**config.mk**
```make
export PLATFORM = sky130hd
export DESIGN_NAME = m_unit_issue_flat
export DESIGN_NICKNAME = d
export VERILOG_FILES = /design/src/rtl/m_unit_pkg.sv /design/src/rtl/m_unit_issue_if.sv /design/src/rtl/m_insn_decode.sv /design/src/rtl/m_unit_issue.sv /design/src/flat_wrapper.sv
export SDC_FILE = /design/constraint.sdc
export NUM_CORES = 1
export LEC_CHECK = 0
export ABC_AREA = 1
export BUFFER_PORTS_ARGS = -buffer_cell sky130_fd_sc_hd__buf_2
export CAP_MARGIN = 15
export CELL_PAD_IN_SITES_DETAIL_PLACEMENT = 1
export CELL_PAD_IN_SITES_GLOBAL_PLACEMENT = 1
export CORE_ASPECT_RATIO = 0.7
export CORE_MARGIN = 2
export CORE_UTILIZATION = 33
export DETAILED_ROUTE_END_ITERATION = 6
export GPL_ROUTABILITY_DRIVEN = 0
export GPL_TIMING_DRIVEN = 0
export PLACE_DENSITY = 0.91
export RECOVER_POWER = 100
export SETUP_SLACK_MARGIN = 0.1
export SYNTH_ARGS = -nofsm -noshare
export SYNTH_HDL_FRONTEND = slang
export SYNTH_SLANG_ARGS = --single-unit
```
**constraint.sdc**
```tcl
create_clock -name clk -period 1.65 [get_ports clk]
set_input_delay 0.165 -clock clk [delete_from_list [all_inputs] [get_ports clk]]
set_output_delay 0.165 -clock clk [all_outputs]
set_load 0.02 [all_outputs]
```
**src/rtl/m_unit_pkg.sv**
```systemverilog
// Shared constants and enums for the PCPI-to-M-unit issue block.
package m_unit_pkg;

    localparam logic [6:0] OPCODE_OP     = 7'b0110011;
    localparam logic [6:0] FUNCT7_MULDIV = 7'b0000001;

    typedef enum logic [2:0] {
        MUL    = 3'd0,
        MULH   = 3'd1,
        MULHSU = 3'd2,
        MULHU  = 3'd3,
        DIV    = 3'd4,
        DIVU   = 3'd5,
        REM    = 3'd6,
        REMU   = 3'd7
    } funct3_e;

    typedef enum logic [2:0] {
        StIdle,
        StIssue,
        StWait,
        StResp,
        StDrain
    } issue_state_e;

endpackage

```
**src/rtl/m_unit_issue_if.sv**
```systemverilog
// PCPI core handshake plus M-unit issue/response signals, bundled for m_unit_issue.
interface m_unit_issue_if;

    logic        pcpi_valid;
    logic [31:0] pcpi_insn;
    logic [31:0] pcpi_rs1;
    logic [31:0] pcpi_rs2;
    logic        pcpi_wr;
    logic [31:0] pcpi_rd;
    logic        pcpi_wait;
    logic        pcpi_ready;

    logic        m_valid;
    logic [31:0] m_instruction;
    logic [31:0] m_rs1;
    logic [31:0] m_rs2;
    logic        m_ready;
    logic [31:0] m_rd;

    logic        timeout;

    // Core and M unit side, as seen by the environment.
    modport master (
        output pcpi_valid, pcpi_insn, pcpi_rs1, pcpi_rs2, m_ready, m_rd,
        input  pcpi_wr, pcpi_rd, pcpi_wait, pcpi_ready,
        input  m_valid, m_instruction, m_rs1, m_rs2, timeout
    );

    modport slave (
        input  pcpi_valid, pcpi_insn, pcpi_rs1, pcpi_rs2, m_ready, m_rd,
        output pcpi_wr, pcpi_rd, pcpi_wait, pcpi_ready,
        output m_valid, m_instruction, m_rs1, m_rs2, timeout
    );

endinterface

```
**src/rtl/m_insn_decode.sv**
```systemverilog
// Combinational match for RV32M instructions (OP opcode with MULDIV funct7, any funct3).
module m_insn_decode
    import m_unit_pkg::*;
(
    input  logic [6:0] opcode_i,
    input  logic [6:0] funct7_i,
    output logic       match_o
);

    assign match_o = (opcode_i == OPCODE_OP) && (funct7_i == FUNCT7_MULDIV);

endmodule

```
**src/rtl/m_unit_issue.sv**
```systemverilog
// Claims RV32M instructions from the PCPI port and hands them to an external M unit.
// Optional WAIT-state watchdog enabled by defining M_ISSUE_TIMEOUT_EN.
module m_unit_issue
    import m_unit_pkg::*;
#(
    parameter int unsigned TIMEOUT_CYCLES = 64
) (
    input logic           clk,
    input logic           resetn,
    m_unit_issue_if.slave bus
);

    issue_state_e state_q, state_d;
    logic         armed_q, armed_d;
    logic         wr_q, wr_d;
    logic [31:0]  result_q, result_d;
    logic [31:0]  insn_q, insn_d;
    logic [31:0]  rs1_q, rs1_d;
    logic [31:0]  rs2_q, rs2_d;
    logic         match;
    logic         to_abort;

    m_insn_decode u_decode (
        .opcode_i (bus.pcpi_insn[6:0]),
        .funct7_i (bus.pcpi_insn[31:25]),
        .match_o  (match)
    );

`ifdef M_ISSUE_TIMEOUT_EN
    localparam int unsigned CntW = (TIMEOUT_CYCLES > 1) ? $clog2(TIMEOUT_CYCLES) : 1;

    logic [CntW-1:0] cnt_q, cnt_d;

    // Cleared in ISSUE so the count starts at zero on the first WAIT cycle.
    always_comb begin
        cnt_d = cnt_q;
        if (state_q == StIssue) begin
            cnt_d = '0;
        end else if (state_q == StWait) begin
            cnt_d = cnt_q + 1'b1;
        end
    end

    assign to_abort = (state_q == StWait) && bus.pcpi_valid && !bus.m_ready &&
                      (cnt_q == CntW'(TIMEOUT_CYCLES - 1));

    always_ff @(posedge clk or negedge resetn) begin
        if (!resetn) begin
            cnt_q <= '0;
        end else begin
            cnt_q <= cnt_d;
        end
    end
`else
    logic unused_cfg;
    assign unused_cfg = ^TIMEOUT_CYCLES;
    assign to_abort   = 1'b0;
`endif

    always_comb begin
        state_d  = state_q;
        armed_d  = armed_q;
        wr_d     = wr_q;
        result_d = result_q;
        insn_d   = insn_q;
        rs1_d    = rs1_q;
        rs2_d    = rs2_q;

        if (!bus.pcpi_valid) begin
            armed_d = 1'b1;
        end

        unique case (state_q)
            StIdle: begin
                if (bus.pcpi_valid && match && armed_q) begin
                    insn_d  = bus.pcpi_insn;
                    rs1_d   = bus.pcpi_rs1;
                    rs2_d   = bus.pcpi_rs2;
                    state_d = StIssue;
                end
            end
            StIssue, StWait: begin
                // A response arriving with the withdrawal needs no drain.
                if (!bus.pcpi_valid) begin
                    state_d = bus.m_ready ? StIdle : StDrain;
                end else if (bus.m_ready) begin
                    result_d = bus.m_rd;
                    wr_d     = 1'b1;
                    state_d  = StResp;
                end else if (to_abort) begin
                    result_d = '0;
                    wr_d     = 1'b0;
                    state_d  = StResp;
                end else if (state_q == StIssue) begin
                    state_d = StWait;
                end
            end
            StResp: begin
                state_d = StIdle;
                if (bus.pcpi_valid) begin
                    armed_d = 1'b0;
                end
            end
            StDrain: begin
                if (bus.m_ready) begin
                    state_d = StIdle;
                end
            end
            default: state_d = StIdle;
        endcase
    end

    always_ff @(posedge clk or negedge resetn) begin
        if (!resetn) begin
            state_q  <= StIdle;
            armed_q  <= 1'b1;
            wr_q     <= 1'b0;
            result_q <= '0;
            insn_q   <= '0;
            rs1_q    <= '0;
            rs2_q    <= '0;
        end else begin
            state_q  <= state_d;
            armed_q  <= armed_d;
            wr_q     <= wr_d;
            result_q <= result_d;
            insn_q   <= insn_d;
            rs1_q    <= rs1_d;
            rs2_q    <= rs2_d;
        end
    end

    assign bus.m_valid       = (state_q == StIssue);
    assign bus.pcpi_wait     = (state_q == StIssue) || (state_q == StWait);
    assign bus.pcpi_ready    = (state_q == StResp);
    assign bus.pcpi_wr       = (state_q == StResp) && wr_q;
    assign bus.pcpi_rd       = (state_q == StResp) ? result_q : '0;
    assign bus.m_instruction = insn_q;
    assign bus.m_rs1         = rs1_q;
    assign bus.m_rs2         = rs2_q;
    assign bus.timeout       = to_abort;

endmodule

```
**src/flat_wrapper.sv**
```systemverilog
// flat-port wrapper written by rule: the top's interface ports become plain ports
module m_unit_issue_flat import m_unit_pkg::*;
#(
    parameter int unsigned TIMEOUT_CYCLES = 64
)
  (clk, resetn, bus_pcpi_valid, bus_pcpi_insn, bus_pcpi_rs1, bus_pcpi_rs2, bus_m_ready, bus_m_rd, bus_pcpi_wr, bus_pcpi_rd, bus_pcpi_wait, bus_pcpi_ready, bus_m_valid, bus_m_instruction, bus_m_rs1, bus_m_rs2, bus_timeout);
  m_unit_issue_if bus_i ();
  input logic clk;
  input logic resetn;
  input wire logic [$bits(bus_i.pcpi_valid)-1:0] bus_pcpi_valid;
  input wire logic [$bits(bus_i.pcpi_insn)-1:0] bus_pcpi_insn;
  input wire logic [$bits(bus_i.pcpi_rs1)-1:0] bus_pcpi_rs1;
  input wire logic [$bits(bus_i.pcpi_rs2)-1:0] bus_pcpi_rs2;
  input wire logic [$bits(bus_i.m_ready)-1:0] bus_m_ready;
  input wire logic [$bits(bus_i.m_rd)-1:0] bus_m_rd;
  output wire logic [$bits(bus_i.pcpi_wr)-1:0] bus_pcpi_wr;
  output wire logic [$bits(bus_i.pcpi_rd)-1:0] bus_pcpi_rd;
  output wire logic [$bits(bus_i.pcpi_wait)-1:0] bus_pcpi_wait;
  output wire logic [$bits(bus_i.pcpi_ready)-1:0] bus_pcpi_ready;
  output wire logic [$bits(bus_i.m_valid)-1:0] bus_m_valid;
  output wire logic [$bits(bus_i.m_instruction)-1:0] bus_m_instruction;
  output wire logic [$bits(bus_i.m_rs1)-1:0] bus_m_rs1;
  output wire logic [$bits(bus_i.m_rs2)-1:0] bus_m_rs2;
  output wire logic [$bits(bus_i.timeout)-1:0] bus_timeout;
  assign bus_i.pcpi_valid = bus_pcpi_valid;
  assign bus_i.pcpi_insn = bus_pcpi_insn;
  assign bus_i.pcpi_rs1 = bus_pcpi_rs1;
  assign bus_i.pcpi_rs2 = bus_pcpi_rs2;
  assign bus_i.m_ready = bus_m_ready;
  assign bus_i.m_rd = bus_m_rd;
  assign bus_pcpi_wr = bus_i.pcpi_wr;
  assign bus_pcpi_rd = bus_i.pcpi_rd;
  assign bus_pcpi_wait = bus_i.pcpi_wait;
  assign bus_pcpi_ready = bus_i.pcpi_ready;
  assign bus_m_valid = bus_i.m_valid;
  assign bus_m_instruction = bus_i.m_instruction;
  assign bus_m_rs1 = bus_i.m_rs1;
  assign bus_m_rs2 = bus_i.m_rs2;
  assign bus_timeout = bus_i.timeout;
  m_unit_issue #(.TIMEOUT_CYCLES(TIMEOUT_CYCLES)) u_core (.clk(clk), .resetn(resetn), .bus(bus_i));
endmodule
```
======== After elaboration in Yosys (flattened, before gate mapping) ========
Index checks and enable logic that the tools add are counted.
storage, ports and cells
  flip-flop bits (word level) ............. 133
  bits in latches ......................... 0
  RAM bits ................................ 0
  ROM bits ................................ 0
  input bits .............................. 132
  output and inout bits ................... 133
  word-level logic and storage cells ...... 37
  memories kept ........................... 0
operators by class
  add/sub/neg operators ................... 0
  multipliers ............................. 0
  div/mod/pow operators ................... 0
  magnitude comparators ................... 0
  eq/ne operators ......................... 9
  shifts and indexed selects .............. 0
  mux-type cells .......................... 11
  bitwise operators ....................... 0
  reduce and logical (&&, ||, !) cells .... 10
operators by type and width
  cell                                                   count
  two-way mux 32 bit                                     1
  two-way mux 3 bit                                      6
  one-hot mux 3 bit (3 select lines)                     1
  equality test 7 x 1 -> 1 bit, second input constant    1
  equality test 7 x 6 -> 1 bit, second input constant    1
  equality test 3 x 2 -> 1 bit, second input constant    2
  AND reduction 3 bit                                    2
  logical AND 1 bit                                      4
  inequality test 4 bit, second input constant           1
  equality test 3 x 1 -> 1 bit, second input constant    1
  equality test 3 bit, second input constant             1
  logical NOT 3 bit                                      1
  two-way mux 1 bit                                      3
  inequality test 2 x 1 -> 1 bit, second input constant  1
  inequality test 2 bit, second input constant           1
  AND reduction 2 bit                                    1
  OR reduction 2 bit                                     1
  logical OR 1 bit                                       1

======== Depth between registers and ports, before layout ========
Gate-level depths: netlist of run 1.
  word-level depth ........................ 6
  mapped depth ............................ 9
  gate-level depth less buffers ........... 8

======== Cells and area by module ========
From an unflattened synthesis of run 1, not the netlist that was laid out.
unflattened totals
  cell total of the unflattened synthesis .. 680
  area, all modules ....................... 5651.7 um^2
modules (own cells, without submodules)
  module         instances  cells an instance  area each (um^2)  sequential area each (um^2)
  m_unit_issue   1          660                5572.8            3329.4
  m_insn_decode  1          20                 78.8              0.0

======== Least setup slack after synthesis of run 1 ========
No wires, ideal clock.
  path type ............................... reg2out
  from .................................... register u_core.state_q[2]
  to ...................................... output bus_pcpi_rd[0]
  arrival ................................. 1483 ps
  data required time ...................... 1485 ps
  setup slack ............................. 2 ps
  cell stages (with the launch flop) ...... 5
  path through ............................ dfrtp_1 > nor2_1 > inv_1 > buf_1 > nor2_1
on the way
  cells in the longest elaborated chain, start to end .. 2
ends and longest elaborated chain
  item                          line                 source
  start: declaration            m_unit_issue.sv:13   issue_state_e state_q, state_d;
  start signal: assignment      m_unit_issue.sv:115  state_q <= StIdle;
  start signal: assignment      m_unit_issue.sv:123  state_q <= state_d;
  equality test 3 x 2 -> 1 bit  n/a
  named net bus_pcpi_ready      flat_wrapper.sv:19   output wire logic [$bits(bus_i.pcpi_ready)-1:0] bus_pcpi_ready;
  two-way mux 32 bit            m_unit_issue.sv:137  assign bus.pcpi_rd = (state_q == StResp) ? result_q : '0;
  end: declaration              flat_wrapper.sv:17   output wire logic [$bits(bus_i.pcpi_rd)-1:0] bus_pcpi_rd;
The timed path passes the listed nets, and every way through them passes these cells.

======== Final worst setup path of run 1 ========
  from .................................... register u_core.armed_q
  to ...................................... register u_core.rs2_q[30] (netlist: u_core.bus.m_rs2[30])
on the way
  cells in the longest elaborated chain, start to end .. 2
ends and longest elaborated chain
  item                           line                 source
  start: declaration             m_unit_issue.sv:14   logic armed_q, armed_d;
  start signal: assignment       m_unit_issue.sv:124  armed_q <= armed_d;
  logical AND 1 bit              m_unit_issue.sv:75   if (bus.pcpi_valid && match && armed_q) begin
  AND reduction 2 bit (no line)  n/a
  end signal: assignment         m_unit_issue.sv:129  rs2_q <= rs2_d;
  end: declaration               m_unit_issue.sv:19   logic [31:0] rs2_q, rs2_d;
No other way between the ends.
A chain may end at the register's enable or synchronous reset.

==> results.yml, run 1 <==
power_and_ir_drop:
  powerDensity_nw_per_um2: 1200
  p_sw_share_pct: 32.6
  total_power_uw: 11100
  p_clk_share_pct: 37.2
  vdd_ir_drop_max_mv: 0.571
  p_seq_share_pct: 34.6
  p_switching_uw: 3600
  pwr-share-comb_pct: 28.2
  leakage_uw: 0.00488
  p_int_uw: 7450
place:
  pre_cts_slack_ns: -0.447
  dp.cells: 1123
  port_buffers: 263
  dp_hpwl_um: 14300
yosys:
  synth-seq-cells: 133
  ys_warn_count: 0
  synthCells: 634
  yosys.cell_types.count: 21
  netlist_area_um2: 5570
  syn_nets: 766
  avgSynthCellArea_um2: 8.78
  seq_area_frac_synth_pct: 59.8
cts:
  cts_root_buffer: "clkbuf_16"
  worstSkewPairLatency_ns: 0.42
  h-tree-depth: 4
  clockBufferDepth: 2
  clkTransAtPathRegs_ns: 0.06
  cts_tree: "done"
  cts_made_buffers: 17
  clkSinkCount: 133
sta:
  finalHoldViolations: 0
  setup_viol: 120
  whs_ns: 0.000828
  maxSlewHeadroom_pct: 45.7
  fin_crit_sh_pct: 107
  slew_violations: 0
  fmax_ghz: 0.567
  layout_setup_ws_ns: -0.112
  rsz0062_at_grt: "yes"
  worst_pin_slew_ns: 0.815
  period_needed_ns: 1.76
  clock_skew_ns: 0.0125
critical_path:
  crit_start: "u_core.armed_q$_DFF_PN1_"
  path_class: "reg -> reg"
  required_ns: 1.94
  max_stage_delay_ns: 0.56
  crit-reg2reg-launch: "u_core.armed_q$_DFF_PN1_"
  cp.arrival_ns: 2.05
  critical-path-top-delay-family: "simple AND/OR/NAND/NOR gates"
  critPathBufInv: 3
  ff2ff_path_depth: 9
  end_kind: "flip-flop"
  path_depth: 9
  start_kind: "flip-flop"
  path_cells: "inv_4 -> nor2_4 -> nand2_2 -> nor2_4 -> nand3_4 -> buf_12 -> buf_12 -> nand2_2 -> nand2_1"
  cpMaxStageDelayCell: "dfstp_2"
  worstPathMaxFanout: 10
floorplanning:
  die_h_um: 113
  die_w_um: 159
  start_util_pct: 34.0
  rows: 39
  coreArea_um2: 16400
  ioPinCount: 265
  die_area_um2: 17900
finish:
  nNetsFinal: 1116
  syn_to_final_growth_pct: 64.8
  drive_above_1_share_pct: 37.0
  fin_cells: 1224
job:
  cap_violations: 0
global_route:
  grt_first_pass_wirelength_um: 36700
  antenna_found_initial: 3
  grt_overflow: 0
  grt_pass1_vias: 6635
  grt_max_degree: 79
  grt.total_usage_pct: 26.4
hold_path:
  min_path_cells: 3
  worstHoldStart: "bus_m_rd[6]"
  hold_class: "in -> reg"
routing:
  drcViolationCount: 0
  ant_nets: 0
  detail_route.vias_per_cell: 4.93
  totalWireLength_um: 25000
  drt_pass1_iterations: 5
  vias: 6033
  drtIter0Drc: 313
  wl_per_cell_um: 20.4
status:
  status: "finished with violations"
  violations: "negative setup slack"
worst reg2reg max path, stage by stage (launching register included):
cell	delay, ns
dfstp_2	0.56
inv_4	0.06
nor2_4	0.11
nand2_2	0.07
nor2_4	0.20
nand3_4	0.18
buf_12	0.20
buf_12	0.15
nand2_2	0.06
nand2_1	0.07
power by group through the flow:
stage / clock network (uW) / logic, uW / registers, uW
floorplan: 0 / 1240 / 3800
global placement: 0 / 1900 / 3810
detailed placement: 0 / 1980 / 3840
CTS: 4180 / 2550 / 3780
global route: 4330 / 3330 / 3840
finish: 4110 / 3110 / 3830
cell usage after synthesis:
cell type  instances  area, um2
nor2_4             1       11.3
nor3_1             2       10.0
nand3_1            1       5.00
buf_6              4       45.0
o31ai_1            1       7.51
inv_2              7       26.3
buf_1              4       15.0
clkbuf_1           9       33.8
a21oi_1           33        165
nor2_1            74        278
nand3_2            1       10.0
conb_1             1       3.75
dfstp_2            1       26.3
o21ai_0            2       10.0
nor2_2             3       18.8
nand2_1          193        724
buf_4              4       30.0
dfrtp_1          132       3300
nand4_1           83        519
buf_2             27        135
inv_1             51        191
path summary, 6_finish.rpt:
check                                                   end  slack [ns]
max                        u_core.bus.m_rs2[30]$_DFFE_PN0P_       -0.11
min                          u_core.result_q[6]$_DFFE_PN0P_      0.0008
max reg2reg                u_core.bus.m_rs2[30]$_DFFE_PN0P_       -0.11
min reg2reg                u_core.bus.m_rs2[17]$_DFFE_PN0P_        0.47
max in group asynchronous  u_core.bus.m_rs1[12]$_DFFE_PN0P_        0.19
min in group asynchronous  u_core.bus.m_rs2[25]$_DFFE_PN0P_        0.39
logic make-up (layout without fill, tap and decap cells):
group / Yosys count / in the layout / share of synthesized area [%]
buffers and inverters: 106 / 468 / 8.56
DFF: 133 / 133 / 59.8
other: 1 / 4 / 0.0673
and+or+nand+nor: 358 / 358 / 28.3
AOI/OAI and AO/OA: 36 / 36 / 3.28
sequential cells by signal, indices dropped and copies added (netlist names):
register and flops:
u_core.bus.m_instruction 32, u_core.bus.m_rs1 32, u_core.bus.m_rs2 32, u_core.state_q 3, u_core.result_q 32, u_core.wr_q 1
u_core.armed_q 1
cells in the final DEF, fill, tap and decap left out, drive strengths merged:
| master | Yosys | final |
|---|---|---|
| clkbuf | 9 | 128 |
| a21oi | 33 | 33 |
| clkinv | 0 | 5 |
| bufinv | 0 | 4 |
| o31ai | 1 | 1 |
| diode | 0 | 3 |
| dfstp | 1 | 1 |
| nand3 | 2 | 2 |
| dfrtp | 132 | 132 |
| clkinvlp | 0 | 1 |
| nand2 | 193 | 193 |
| inv | 58 | 59 |
| o21ai | 2 | 2 |
| nor2 | 78 | 78 |
| dlygate4sd3 | 0 | 48 |
| buf | 39 | 223 |
| nor3 | 2 | 2 |
| conb | 1 | 1 |
| nand4 | 83 | 83 |
final cells by class:
cell class | instances | area (um2)
Inverter | 58 | 223
Clock inverter | 11 | 173
Fill cell | 1975 | 7220
Buffer | 48 | 465
Multi-Input combinational cell | 395 | 2150
Sequential cell | 133 | 3330
Timing Repair Buffer | 331 | 2080
Clock buffer | 20 | 467
Antenna cell | 3 | 7.51
Tap cell | 225 | 282
routing by layer:
metal / GRT usage (%) / vias up / share of wire (%)
met3: 6.78 / 48 / 6.6
met2: 47.5 / 253 / 51
met1: 30.6 / 2999 / 39
li1: - / 2733 / -
met4: 10.2 / 0 / 2.8
met5: 0 / - / 0
metrics by stage:
stage	utilization, %	setup TNS, ns	instance area, um2
after detailed placement	43.9	-35.40	7200
after global placement	43.7	-219.93	7170
after floorplan	-	0	5570
after global routing	56.0	-18.41	9180
after CTS	53.9	-2.77	8840
final	56.0	-5.52	9180
what timing repair did:
action | in CTS | in global routing
gates resized for setup | 146 | 130
hold endpoints to repair | 101 | 0
pin swaps | 5 | 8
hold buffers | 48 | 0
endpoints found under the setup margin | 138 | 164
buffers inserted | 8 | 9
cloned | 1 | 1
Power figures use the tool's default switching activity.
==> inputs of run 2 (changes only) <==
--- a/config.mk
+++ b/config.mk
@@ -12,11 +12,11 @@
 export CELL_PAD_IN_SITES_GLOBAL_PLACEMENT = 1
 export CORE_ASPECT_RATIO = 0.7
 export CORE_MARGIN = 2
-export CORE_UTILIZATION = 33
+export CORE_UTILIZATION = 30
 export DETAILED_ROUTE_END_ITERATION = 6
-export GPL_ROUTABILITY_DRIVEN = 0
+export GPL_ROUTABILITY_DRIVEN = 1
 export GPL_TIMING_DRIVEN = 0
-export PLACE_DENSITY = 0.91
+export PLACE_DENSITY = 0.88
 export RECOVER_POWER = 100
 export SETUP_SLACK_MARGIN = 0.1
 export SYNTH_ARGS = -nofsm -noshare
==> constraint.sdc (replaced) <==
create_clock -name clk -period 1.4 [get_ports clk]
set_input_delay 0.14 -clock clk [delete_from_list [all_inputs] [get_ports clk]]
set_output_delay 0.14 -clock clk [all_outputs]
set_load 0.02 [all_outputs]
==> results.yml, run 2 (synthesis gave the netlist of run 1 again) <==
power_and_ir_drop:
  leakage_uw: 0.00596
  vdd_ir_drop_max_mv: 0.874
  powerDensity_nw_per_um2: 1240
  total_power_uw: 14000
finish:
  drive_above_1_share_pct: 55.4
  multi_input_area_um2: 2780
  fin_cells: 1319
  layout_common_cells: "buf_2 (233), dfrtp_1 (130), dlygate4sd3_1 (103), nand2_1 (96), nand4_1 (83)"
  ff_latch_area_um2: 3330
  syn_to_final_growth_pct: 103
  fillers: 1942
  mostFrequentLayoutCell: "buf_2"
  nNetsFinal: 1199
routing:
  ant_nets: 0
  drtIter0Drc: 404
  detail_route.vias_per_cell: 5.03
  drt_pass1_iterations: 4
  drcViolationCount: 0
  totalWireLength_um: 30200
  wl_per_cell_um: 22.9
  vias: 6634
cts:
  cts_root_buffer: "clkbuf_16"
  clkTransAtPathRegs_ns: 0.07
  cts_tree: "done"
  cts_made_buffers: 17
  worstSkewPairLatency_ns: 0.41
  h-tree-depth: 4
  clkSinkCount: 133
  clockBufferDepth: 2
sta:
  clock_skew_ns: 0.0133
  setup_viol: 166
  finalHoldViolations: 0
  rsz0062_at_grt: "yes"
  maxSlewHeadroom_pct: 37.8
  fin_crit_sh_pct: 136
  slew_violations: 0
  layout_setup_ws_ns: -0.498
  period_needed_ns: 1.90
  fmax_ghz: 0.527
  worst_pin_slew_ns: 0.933
global_route:
  grt.total_usage_pct: 27.1
  grt_overflow: 0
  grt_pass1_vias: 7450
  grt_first_pass_wirelength_um: 41600
  antenna_found_initial: 3
  grt_max_degree: 74
place:
  globalplace.congestion: 0.850
  dp_hpwl_um: 14100
  port_buffers: 263
  dp.cells: 1134
floorplanning:
  die_w_um: 167
  die_h_um: 118
  die_area_um2: 19700
  coreArea_um2: 18100
  ioPinCount: 265
  start_util_pct: 30.8
  rows: 41
critical_path:
  start_kind: "flip-flop"
  rrSetupSlack_ns: -0.50
  end_kind: "flip-flop"
  worstPathMaxFanout: 10
  crit-reg2reg-launch: "u_core.armed_q$_DFF_PN1_"
  path_class: "reg -> reg"
  cp.arrival_ns: 2.24
  crit_start: "u_core.armed_q$_DFF_PN1_"
  required_ns: 1.74
status:
  status: "finished with violations"
  violations: "negative setup slack"
hold_path:
  worstHoldStart: "bus_pcpi_rs2[23]"
  hold_class: "in -> reg"
job:
  cap_violations: 0
run 2: cell types whose count changed in the layout (fill, tap and decap cells not counted), moves of 12 or more:
| cell | previous run | this run |
|---|---|---|
| clkbuf_1 | 95 | 0 |
| buf_2 | 140 | 233 |
| nand2_1 | 167 | 96 |
| dlygate4sd3_1 | 48 | 103 |
| nand2_2 | 24 | 61 |
| nand2_4 | 2 | 36 |
| nor2_4 | 29 | 57 |
| nor2_2 | 23 | 6 |
| buf_6 | 38 | 53 |
| a21oi_1 | 20 | 6 |
| buf_4 | 32 | 18 |
| clkbuf_16 | 19 | 31 |
run 2: final cells by class:
| type | count | area share, % |
|---|---|---|
| repair buffers | 414 | 29.8 |
| flip-flops and latches | 133 | 29.5 |
| multi-input cells | 395 | 24.6 |
| plain buffers | 48 | 6.08 |
| clock buffers | 18 | 3.88 |
| well taps | 236 | 2.61 |
| inverters | 58 | 1.97 |
| clock inverters | 14 | 1.55 |
| diodes | 3 | 0.0664 |
run 2: power by group:
part	internal (uW)	total (uW)	leakage [uW]	switching (uW)
Combinational	2000	4750	0.00396	2750
Sequential	4310	4540	0.00171	230
Clock	2870	4730	0.000293	1860
Total	9170	14000	0.00596	4840
run 2: per-stage QoR:
step                      area (um2)  util (%)  setup TNS, ns  hold slack (ns)  worst slack, ns
after floorplan                 5910         -              0           -0.156          0.00766
after global placement          7520      41.5        -251.16            0.352            -1.98
after detailed placement        7550      41.7         -26.87            0.162           -0.372
after CTS                      10400      57.5         -32.15        0.0000194           -0.301
after global routing           11300      62.4         -66.47          0.00373           -0.589
final                          11300      62.4         -47.58          0.00497           -0.498
run 2: final timing paths:
| check | end | cells after the start |
|---|---|---|
| worst max-delay path | u_core.bus.m_rs2[12]$_DFFE_PN0P_ | 10 |
| worst min-delay path | u_core.bus.m_rs2[23]$_DFFE_PN0P_ | 3 |
| worst max register to register | u_core.bus.m_rs2[12]$_DFFE_PN0P_ | 10 |
| worst min register to register | u_core.bus.m_instruction[1]$_DFFE_PN0P_ | 2 |
| max in group asynchronous | u_core.armed_q$_DFF_PN1_ | 3 |
| min in group asynchronous | u_core.bus.m_rs1[26]$_DFFE_PN0P_ | 2 |
run 2: timing repair:
item | CTS | global route
resized for setup | 203 | 211
hold buffers | 101 | 2
gates cloned | 13 | 11
pin swaps | 28 | 47
endpoints found under the hold margin | 159 | 2
setup endpoints to repair | 166 | 166
buffers inserted | 22 | 8
run 2: worst max-delay path, cell delays in order (launching register included):
cell and delay [ns]:
dfstp_2 0.53, inv_2 0.04, nor2_1 0.10, nand2_1 0.12, nor2_4 0.19, buf_6 0.13
buf_6 0.09, buf_12 0.16, buf_8 0.15, nand4_1 0.17, nand2_2 0.14
run 2: layer usage:
metal | vias up | global-route usage [%] | share of wire, %
met3 | 78 | 6.69 | 5.8
met1 | 3327 | 30.5 | 38
met5 | - | 0 | 0
met2 | 317 | 50.2 | 53
li1 | 2912 | - | -
met4 | 0 | 8.73 | 3.5
